File: config.mk
export PLATFORM = sky130hd
export DESIGN_NAME = compressed_stream_parser_flat
export DESIGN_NICKNAME = d
export VERILOG_FILES = /design/src/rtl/lzrw1_pkg.sv /design/src/rtl/compressed_stream_parser_if.sv /design/src/rtl/compressed_stream_stats.sv /design/src/rtl/compressed_stream_parser.sv /design/src/flat_wrapper.sv
export SDC_FILE = /design/constraint.sdc
export NUM_CORES = 1
export LEC_CHECK = 0
export ABC_AREA = 1
export CORE_ASPECT_RATIO = 1.25
export CORE_UTILIZATION = 40
export CTS_CLUSTER_DIAMETER = 60
export DETAILED_ROUTE_END_ITERATION = 16
export PLACE_DENSITY = 0.66
export SYNTH_ARGS = -nofsm -noshare
export SYNTH_HDL_FRONTEND = slang
export SYNTH_SLANG_ARGS = --single-unit
File: constraint.sdc
create_clock -name clock -period 3.25 [get_ports clock]
set_input_delay 0.325 -clock clock [delete_from_list [all_inputs] [get_ports clock]]
set_output_delay 0.325 -clock clock [all_outputs]
set_load 0.005 [all_outputs]
File: src/rtl/lzrw1_pkg.sv
// lzrw1_pkg: shared types and constants for the LZRW1 compressed stream parser.
//   parser_state_t : parser FSM states
//   item_t         : one decoded item (16-bit word + copy flag)
//   ITEMS_PER_GROUP: items selected by one control byte
//   LIT_PAD        : upper byte placed above a literal
package lzrw1_pkg;

   localparam int unsigned ITEMS_PER_GROUP = 8;
   localparam logic [7:0]  LIT_PAD         = 8'h00;

   typedef enum logic [2:0] {
      S_CTRL,
      S_LIT,
      S_HI,
      S_LO,
      S_OUT
   } parser_state_t;

   typedef struct packed {
      logic [15:0] word;
      logic        is_copy;
   } item_t;

endpackage

File: src/rtl/compressed_stream_parser_if.sv
// compressed_stream_parser_if: byte-stream input and item output of the parser.
//   byte_in/byte_in_valid/byte_in_last/byte_in_ready : compressed byte handshake
//   data_out/control_word_out/data_out_valid         : item presented downstream
//   decompressor_busy                                : downstream back-pressure
//   stream_done/protocol_error                       : status
// Modports: master = feeder/decompressor side, slave = parser side.
interface compressed_stream_parser_if;

   logic [7:0]  byte_in;
   logic        byte_in_valid;
   logic        byte_in_last;
   logic        byte_in_ready;
   logic [15:0] data_out;
   logic        control_word_out;
   logic        data_out_valid;
   logic        decompressor_busy;
   logic        stream_done;
   logic        protocol_error;

   modport master (
      output byte_in,
      output byte_in_valid,
      output byte_in_last,
      input  byte_in_ready,
      input  data_out,
      input  control_word_out,
      input  data_out_valid,
      output decompressor_busy,
      input  stream_done,
      input  protocol_error
   );

   modport slave (
      input  byte_in,
      input  byte_in_valid,
      input  byte_in_last,
      output byte_in_ready,
      output data_out,
      output control_word_out,
      output data_out_valid,
      input  decompressor_busy,
      output stream_done,
      output protocol_error
   );

endinterface

File: src/rtl/compressed_stream_stats.sv
// compressed_stream_stats: saturating literal/copy acceptance counters.
//   i_clock, i_reset      : clock, synchronous active-high reset
//   i_lit_accept          : a literal item was accepted this cycle
//   i_copy_accept         : a copy item was accepted this cycle
//   o_literal_count       : accepted literals, saturating
//   o_copy_count          : accepted copies, saturating
// Only instantiated when COMPRESSED_STREAM_PARSER_STATS_EN is defined.
module compressed_stream_stats #(
   parameter int unsigned STAT_WIDTH = 16
) (
   input  logic                  i_clock,
   input  logic                  i_reset,
   input  logic                  i_lit_accept,
   input  logic                  i_copy_accept,
   output logic [STAT_WIDTH-1:0] o_literal_count,
   output logic [STAT_WIDTH-1:0] o_copy_count
);

   logic [STAT_WIDTH-1:0] r_lit_cnt;
   logic [STAT_WIDTH-1:0] r_copy_cnt;

   always_ff @(posedge i_clock) begin
      if (i_reset) begin
         r_lit_cnt  <= '0;
         r_copy_cnt <= '0;
      end else begin
         if (i_lit_accept && (r_lit_cnt != '1)) begin
            r_lit_cnt <= r_lit_cnt + 1'b1;
         end
         if (i_copy_accept && (r_copy_cnt != '1)) begin
            r_copy_cnt <= r_copy_cnt + 1'b1;
         end
      end
   end

   assign o_literal_count = r_lit_cnt;
   assign o_copy_count    = r_copy_cnt;

endmodule

File: src/rtl/compressed_stream_parser.sv
// compressed_stream_parser: splits a raw LZRW1 compressed byte stream into
// per-item words for decompressor_top, holding each item while it is busy.
//   clock, reset : clock, synchronous active-high reset
//   bus (slave)  : byte input handshake, item output handshake, status
//   literal_count, copy_count : optional saturating statistics, present only
//                 when COMPRESSED_STREAM_PARSER_STATS_EN is defined
// ITEMS_PER_GROUP must be 8 (control byte width).
module compressed_stream_parser #(
   parameter int unsigned ITEMS_PER_GROUP = 8,
   parameter int unsigned STAT_WIDTH      = 16
) (
   input  logic                        clock,
   input  logic                        reset,
   compressed_stream_parser_if.slave   bus
`ifdef COMPRESSED_STREAM_PARSER_STATS_EN
   ,
   output logic [STAT_WIDTH-1:0]       literal_count,
   output logic [STAT_WIDTH-1:0]       copy_count
`endif
);

   import lzrw1_pkg::*;

   localparam logic [2:0] LastIdx = 3'(ITEMS_PER_GROUP - 1);

   parser_state_t r_state, w_state_d;
   logic [6:0]    r_ctrl, w_ctrl_d;       // bit 7 is consumed directly at latch time
   logic [2:0]    r_bit_idx, w_bit_idx_d;
   item_t         r_item, w_item_d;
   logic          r_last, w_last_d;       // last flag travelling with the held item
   logic          r_err, w_err_d;
   logic          r_done, w_done_d;

   logic          w_ready;
   logic          w_xfer;
   logic          w_accept;

   // Gated by reset so ready reads 0 while reset is held.
   assign w_ready  = !reset && (r_state inside {S_CTRL, S_LIT, S_HI, S_LO});
   assign w_xfer   = bus.byte_in_valid && w_ready;
   assign w_accept = (r_state == S_OUT) && !bus.decompressor_busy;

   always_comb begin
      w_state_d   = r_state;
      w_ctrl_d    = r_ctrl;
      w_bit_idx_d = r_bit_idx;
      w_item_d    = r_item;
      w_last_d    = r_last;
      w_err_d     = r_err;
      w_done_d    = 1'b0;
      unique case (r_state)
         S_CTRL: begin
            if (w_xfer) begin
               w_ctrl_d    = bus.byte_in[6:0];
               w_bit_idx_d = 3'd0;
               if (bus.byte_in_last) begin
                  // Empty group ends the stream.
                  w_done_d  = 1'b1;
                  w_state_d = S_CTRL;
               end else begin
                  w_state_d = bus.byte_in[7] ? S_HI : S_LIT;
               end
            end
         end
         S_LIT: begin
            if (w_xfer) begin
               w_item_d.word    = {LIT_PAD, bus.byte_in};
               w_item_d.is_copy = 1'b0;
               w_last_d         = bus.byte_in_last;
               w_state_d        = S_OUT;
            end
         end
         S_HI: begin
            if (w_xfer) begin
               w_item_d.word[15:8] = bus.byte_in;
               if (bus.byte_in_last) begin
                  // Stream ended between the two bytes of a copy.
                  w_err_d   = 1'b1;
                  w_state_d = S_CTRL;
               end else begin
                  w_state_d = S_LO;
               end
            end
         end
         S_LO: begin
            if (w_xfer) begin
               w_item_d.word[7:0] = bus.byte_in;
               w_item_d.is_copy   = 1'b1;
               w_last_d           = bus.byte_in_last;
               w_state_d          = S_OUT;
            end
         end
         S_OUT: begin
            if (w_accept) begin
               if (r_last) begin
                  w_done_d  = 1'b1;
                  w_state_d = S_CTRL;
               end else if (r_bit_idx == LastIdx) begin
                  w_state_d = S_CTRL;
               end else begin
                  w_bit_idx_d = r_bit_idx + 3'd1;
                  // Next item's flag: ctrl bit (6 - bit_idx) of the stored bits 6..0.
                  w_state_d   = r_ctrl[3'd6 - r_bit_idx] ? S_HI : S_LIT;
               end
            end
         end
         default: w_state_d = S_CTRL;
      endcase
   end

   always_ff @(posedge clock) begin
      if (reset) begin
         r_state   <= S_CTRL;
         r_ctrl    <= '0;
         r_bit_idx <= '0;
         r_item    <= '0;
         r_last    <= 1'b0;
         r_err     <= 1'b0;
         r_done    <= 1'b0;
      end else begin
         r_state   <= w_state_d;
         r_ctrl    <= w_ctrl_d;
         r_bit_idx <= w_bit_idx_d;
         r_item    <= w_item_d;
         r_last    <= w_last_d;
         r_err     <= w_err_d;
         r_done    <= w_done_d;
      end
   end

   assign bus.byte_in_ready    = w_ready;
   assign bus.data_out         = r_item.word;
   assign bus.control_word_out = r_item.is_copy;
   assign bus.data_out_valid   = (r_state == S_OUT);
   assign bus.stream_done      = r_done;
   assign bus.protocol_error   = r_err;

`ifdef COMPRESSED_STREAM_PARSER_STATS_EN
   logic w_lit_accept;
   logic w_copy_accept;

   assign w_lit_accept  = w_accept && !r_item.is_copy;
   assign w_copy_accept = w_accept && r_item.is_copy;

   compressed_stream_stats #(
      .STAT_WIDTH (STAT_WIDTH)
   ) u_stats (
      .i_clock         (clock),
      .i_reset         (reset),
      .i_lit_accept    (w_lit_accept),
      .i_copy_accept   (w_copy_accept),
      .o_literal_count (literal_count),
      .o_copy_count    (copy_count)
   );
`endif

endmodule

File: src/flat_wrapper.sv
// flat-port wrapper written by rule: the top's interface ports become plain ports
module compressed_stream_parser_flat import lzrw1_pkg::*;
#(
   parameter int unsigned ITEMS_PER_GROUP = 8,
   parameter int unsigned STAT_WIDTH      = 16
)
  (clock, reset, bus_byte_in, bus_byte_in_valid, bus_byte_in_last, bus_byte_in_ready, bus_data_out, bus_control_word_out, bus_data_out_valid, bus_decompressor_busy, bus_stream_done, bus_protocol_error);
  compressed_stream_parser_if bus_i ();
  input  logic clock;
  input  logic reset;
  input wire logic [$bits(bus_i.byte_in)-1:0] bus_byte_in;
  input wire logic [$bits(bus_i.byte_in_valid)-1:0] bus_byte_in_valid;
  input wire logic [$bits(bus_i.byte_in_last)-1:0] bus_byte_in_last;
  output wire logic [$bits(bus_i.byte_in_ready)-1:0] bus_byte_in_ready;
  output wire logic [$bits(bus_i.data_out)-1:0] bus_data_out;
  output wire logic [$bits(bus_i.control_word_out)-1:0] bus_control_word_out;
  output wire logic [$bits(bus_i.data_out_valid)-1:0] bus_data_out_valid;
  input wire logic [$bits(bus_i.decompressor_busy)-1:0] bus_decompressor_busy;
  output wire logic [$bits(bus_i.stream_done)-1:0] bus_stream_done;
  output wire logic [$bits(bus_i.protocol_error)-1:0] bus_protocol_error;
  assign bus_i.byte_in = bus_byte_in;
  assign bus_i.byte_in_valid = bus_byte_in_valid;
  assign bus_i.byte_in_last = bus_byte_in_last;
  assign bus_byte_in_ready = bus_i.byte_in_ready;
  assign bus_data_out = bus_i.data_out;
  assign bus_control_word_out = bus_i.control_word_out;
  assign bus_data_out_valid = bus_i.data_out_valid;
  assign bus_i.decompressor_busy = bus_decompressor_busy;
  assign bus_stream_done = bus_i.stream_done;
  assign bus_protocol_error = bus_i.protocol_error;
  compressed_stream_parser #(.ITEMS_PER_GROUP(ITEMS_PER_GROUP), .STAT_WIDTH(STAT_WIDTH)) u_core (.clock(clock), .reset(reset), .bus(bus_i));
endmodule
==> impl_metrics.json <==
{
  "outcome": "finished, final reports clean",
  "avgSynthCellArea_um2": 7.476,
  "rsz0062_at_grt": "no",
  "ys_warn_count": 0,
  "htreeDepth": 2,
  "max_freq_mhz": 505.6,
  "rows": 24,
  "path_clk_slew_ns": 0.07,
  "top_layer_used": "met4",
  "hold_violations": 0,
  "postCtsHoldBufs": 0,
  "clock_latency_ns": 0.28,
  "synth_top_area_share_pct": 43.53,
  "viasPerCell": 4.888,
  "route.met3.wl_um": 124,
  "grt_pass1_vias": 1348,
  "layout-drive-gt1-share_pct": 8.368,
  "grt_max_degree": 27,
  "coreArea_um2": 3543,
  "ir_drop_uv": 254.8,
  "power.switching_mw": 0.2027,
  "grt_pass1_wl_um": 5885,
  "wl_met2_um": 1514,
  "ant_nets": 0,
  "placed_cell_area_um2": 1859,
  "cts_resized": 0,
  "gr-usage-all-layers_pct": 18.69,
  "pwr-share-comb_pct": 10.0,
  "setup_viol": 0,
  "internal-power_mw": 0.6473,
  "syn_to_final_growth_pct": 29.18,
  "numCtsBuffers": 5,
  "reg2regPathDepth": 9,
  "diodes": 0,
  "route.detailed.drc": 0,
  "synth_cell_types": 27,
  "die_h_um": 70.87,
  "hold_path.class": "reg2reg",
  "worst_clock_skew_ns": 0.003928,
  "period_needed_ns": 1.978,
  "timing.final.crit_share_pct": 60.85,
  "syn_area_um2": 1518,
  "yosys.area.top_type": "dfxtp_1",
  "synth_cells": 203,
  "holdPathStages": 2,
  "io_pins": 34,
  "path_max_fanout": 9,
  "die_width_um": 57.10,
  "post_cts_buffers": 0,
  "switching_share_pct": 23.85,
  "p_total_mw": 0.8500,
  "ys_seq_area_share_pct": 43.53,
  "via_count": 1359,
  "avgRoutedWirePerCell_um": 12.09,
  "overflow": 0,
  "pwr-share-clk_pct": 40.2,
  "pwr-share-seq_pct": 49.9,
  "cp-start-kind": "input port",
  "clockRootBuffer": "clkbuf_8",
  "stdcell_area_um2": 1961,
  "dp_hpwl_um": 2418,
  "dieArea_um2": 4046,
  "crit_path_end_kind": "output port",
  "yosys-top-cells-area": "dfxtp_1, nor2_1, nand2_1",
  "critical_path_arrival_ns": 1.65,
  "cp.required_ns": 2.92,
  "cts_tree": "done",
  "powerDensity_nw_per_um2": 433.5,
  "drt_iter0_drc": 25,
  "gp_congestion": 0.7647,
  "ys_ff_latch": 33,
  "slew_violations": 0,
  "clk_path_buf_depth": 2,
  "cts.sinks": 33,
  "fin_setup_tns_ns": 0,
  "wl_met1_um": 1647,
  "antenna_found_initial": 0,
  "leakagePower_nw": 0.8790,
  "fin_nets": 254,
  "drt_first_pass_iters": 4,
  "max-slew-margin-rel_pct": 53.88,
  "start_util_pct": 42.83,
  "port_buffers": 33,
  "routed_wl_um": 3360,
  "tightest_slew_ns": 0.6910,
  "cap_violations": 0,
  "worstSetupPathType": "in2out",
  "synth_fp_nets": 219
}
worst max-delay path, stage by stage:
cell	delay (ns)
clkdlybuf4s50_1	0.58
nor2_4	0.22
clkdlybuf4s50_1	0.52
per-layer routing:
| layer | vias up | global-route usage (%) |
|---|---|---|
| met4 | 0 | 10.84 |
| met2 | 25 | 30.33 |
| met5 | - | 0 |
| li1 | 724 | - |
| met3 | 7 | 3.473 |
| met1 | 603 | 22.97 |
area by class of cell:
type	count	area [um2]
Fill cell	344	1583
Multi-Input combinational cell	142	730.7
Sequential cell	33	660.6
Timing Repair Buffer	33	330.3
Clock buffer	7	96.34
Inverter	23	88.84
Tap cell	39	48.80
Clock inverter	1	5.005
final timing paths:
kind,startpoint,end,slack (ns)
max,reset,bus_byte_in_ready,1.27
min,u_core.r_ctrl[5]$_SDFFE_PP0P_,u_core.r_ctrl[5]$_SDFFE_PP0P_,0.46
max reg2reg,u_core.r_bit_idx[0]$_SDFFE_PP0P_,u_core.r_state[0]$_SDFFE_PP0P_,1.73
min reg2reg,u_core.r_ctrl[5]$_SDFFE_PP0P_,u_core.r_ctrl[5]$_SDFFE_PP0P_,0.46
cells by family after synthesis:
kind of cell	share of synthesized area, %
buffers and inverters	8.326
AO/OA/AOI/OAI	18.22
XOR/XNOR	0.5772
flip-flops	43.53
AND/OR/NAND/NOR	26.88
adder cells (fa/ha/maj)	2.473
sequential cells by signal, summed over array words and instances, names as in the netlist:
signal and count:
u_core.r_state 3, u_core.r_ctrl 7, u_core.bus.control_word_out 1, u_core.r_bit_idx 3
u_core.bus.data_out 16, u_core.bus.stream_done 1, u_core.r_last 1, u_core.bus.protocol_error 1
cells in the mapped netlist:
master,instances
nor2_1,40
xnor2_1,1
clkbuf_1,1
buf_1,1
inv_4,1
o21ai_0,15
nor3_2,1
o21ai_2,1
o211a_1,1
ha_1,3
o211ai_1,1
nand2_2,1
nor2_8,1
inv_1,19
a32oi_1,1
nor2_4,3
o21ai_1,10
nand2_1,30
dfxtp_1,33
a21oi_4,1
buf_6,2
inv_2,2
buf_4,1
nand2_8,1
a21oi_1,20
nand3_1,11
clkinv_1,1
power groups by stage:
stage	Sequential [mW]	Combinational, mW	Clock, mW
5_1_grt	0.426	0.0945	0.363
6_report	0.424	0.0847	0.341
2_1_floorplan	0.432	0.0492	0
4_1_cts	0.424	0.0855	0.345
3_3_place_gp	0.433	0.0844	0
3_5_place_dp	0.433	0.0852	0
cell usage in the layout (no fill, tap or decap), types with 2 or more instances in the layout:
cell type / Yosys / layout
inv_2: 2 / 2
o21ai_0: 15 / 15
nor2_1: 40 / 40
clkdlybuf4s50_1: 0 / 33
a21oi_1: 20 / 20
inv_1: 19 / 19
nand2_1: 30 / 30
nor2_4: 3 / 3
nand3_1: 11 / 11
o21ai_1: 10 / 10
clkbuf_8: 0 / 7
dfxtp_1: 33 / 33
ha_1: 3 / 3
through the flow:
| stage | hold slack, ns | utilization [%] | setup WS (ns) | std cells |
|---|---|---|---|---|
| 5_1_grt | 0.5020 | 55.33 | 1.196 | 278 |
| 6_report | 0.4570 | 55.33 | 1.272 | 278 |
| 3_5_place_dp | 0.4546 | 52.47 | 1.263 | 270 |
| 4_1_cts | 0.4655 | 55.33 | 1.263 | 278 |
| 3_3_place_gp | 0.4577 | 52.47 | 1.271 | 270 |
| 2_1_floorplan | 0.4296 | - | 1.901 | 203 |
Power figures use the tool's default switching activity.
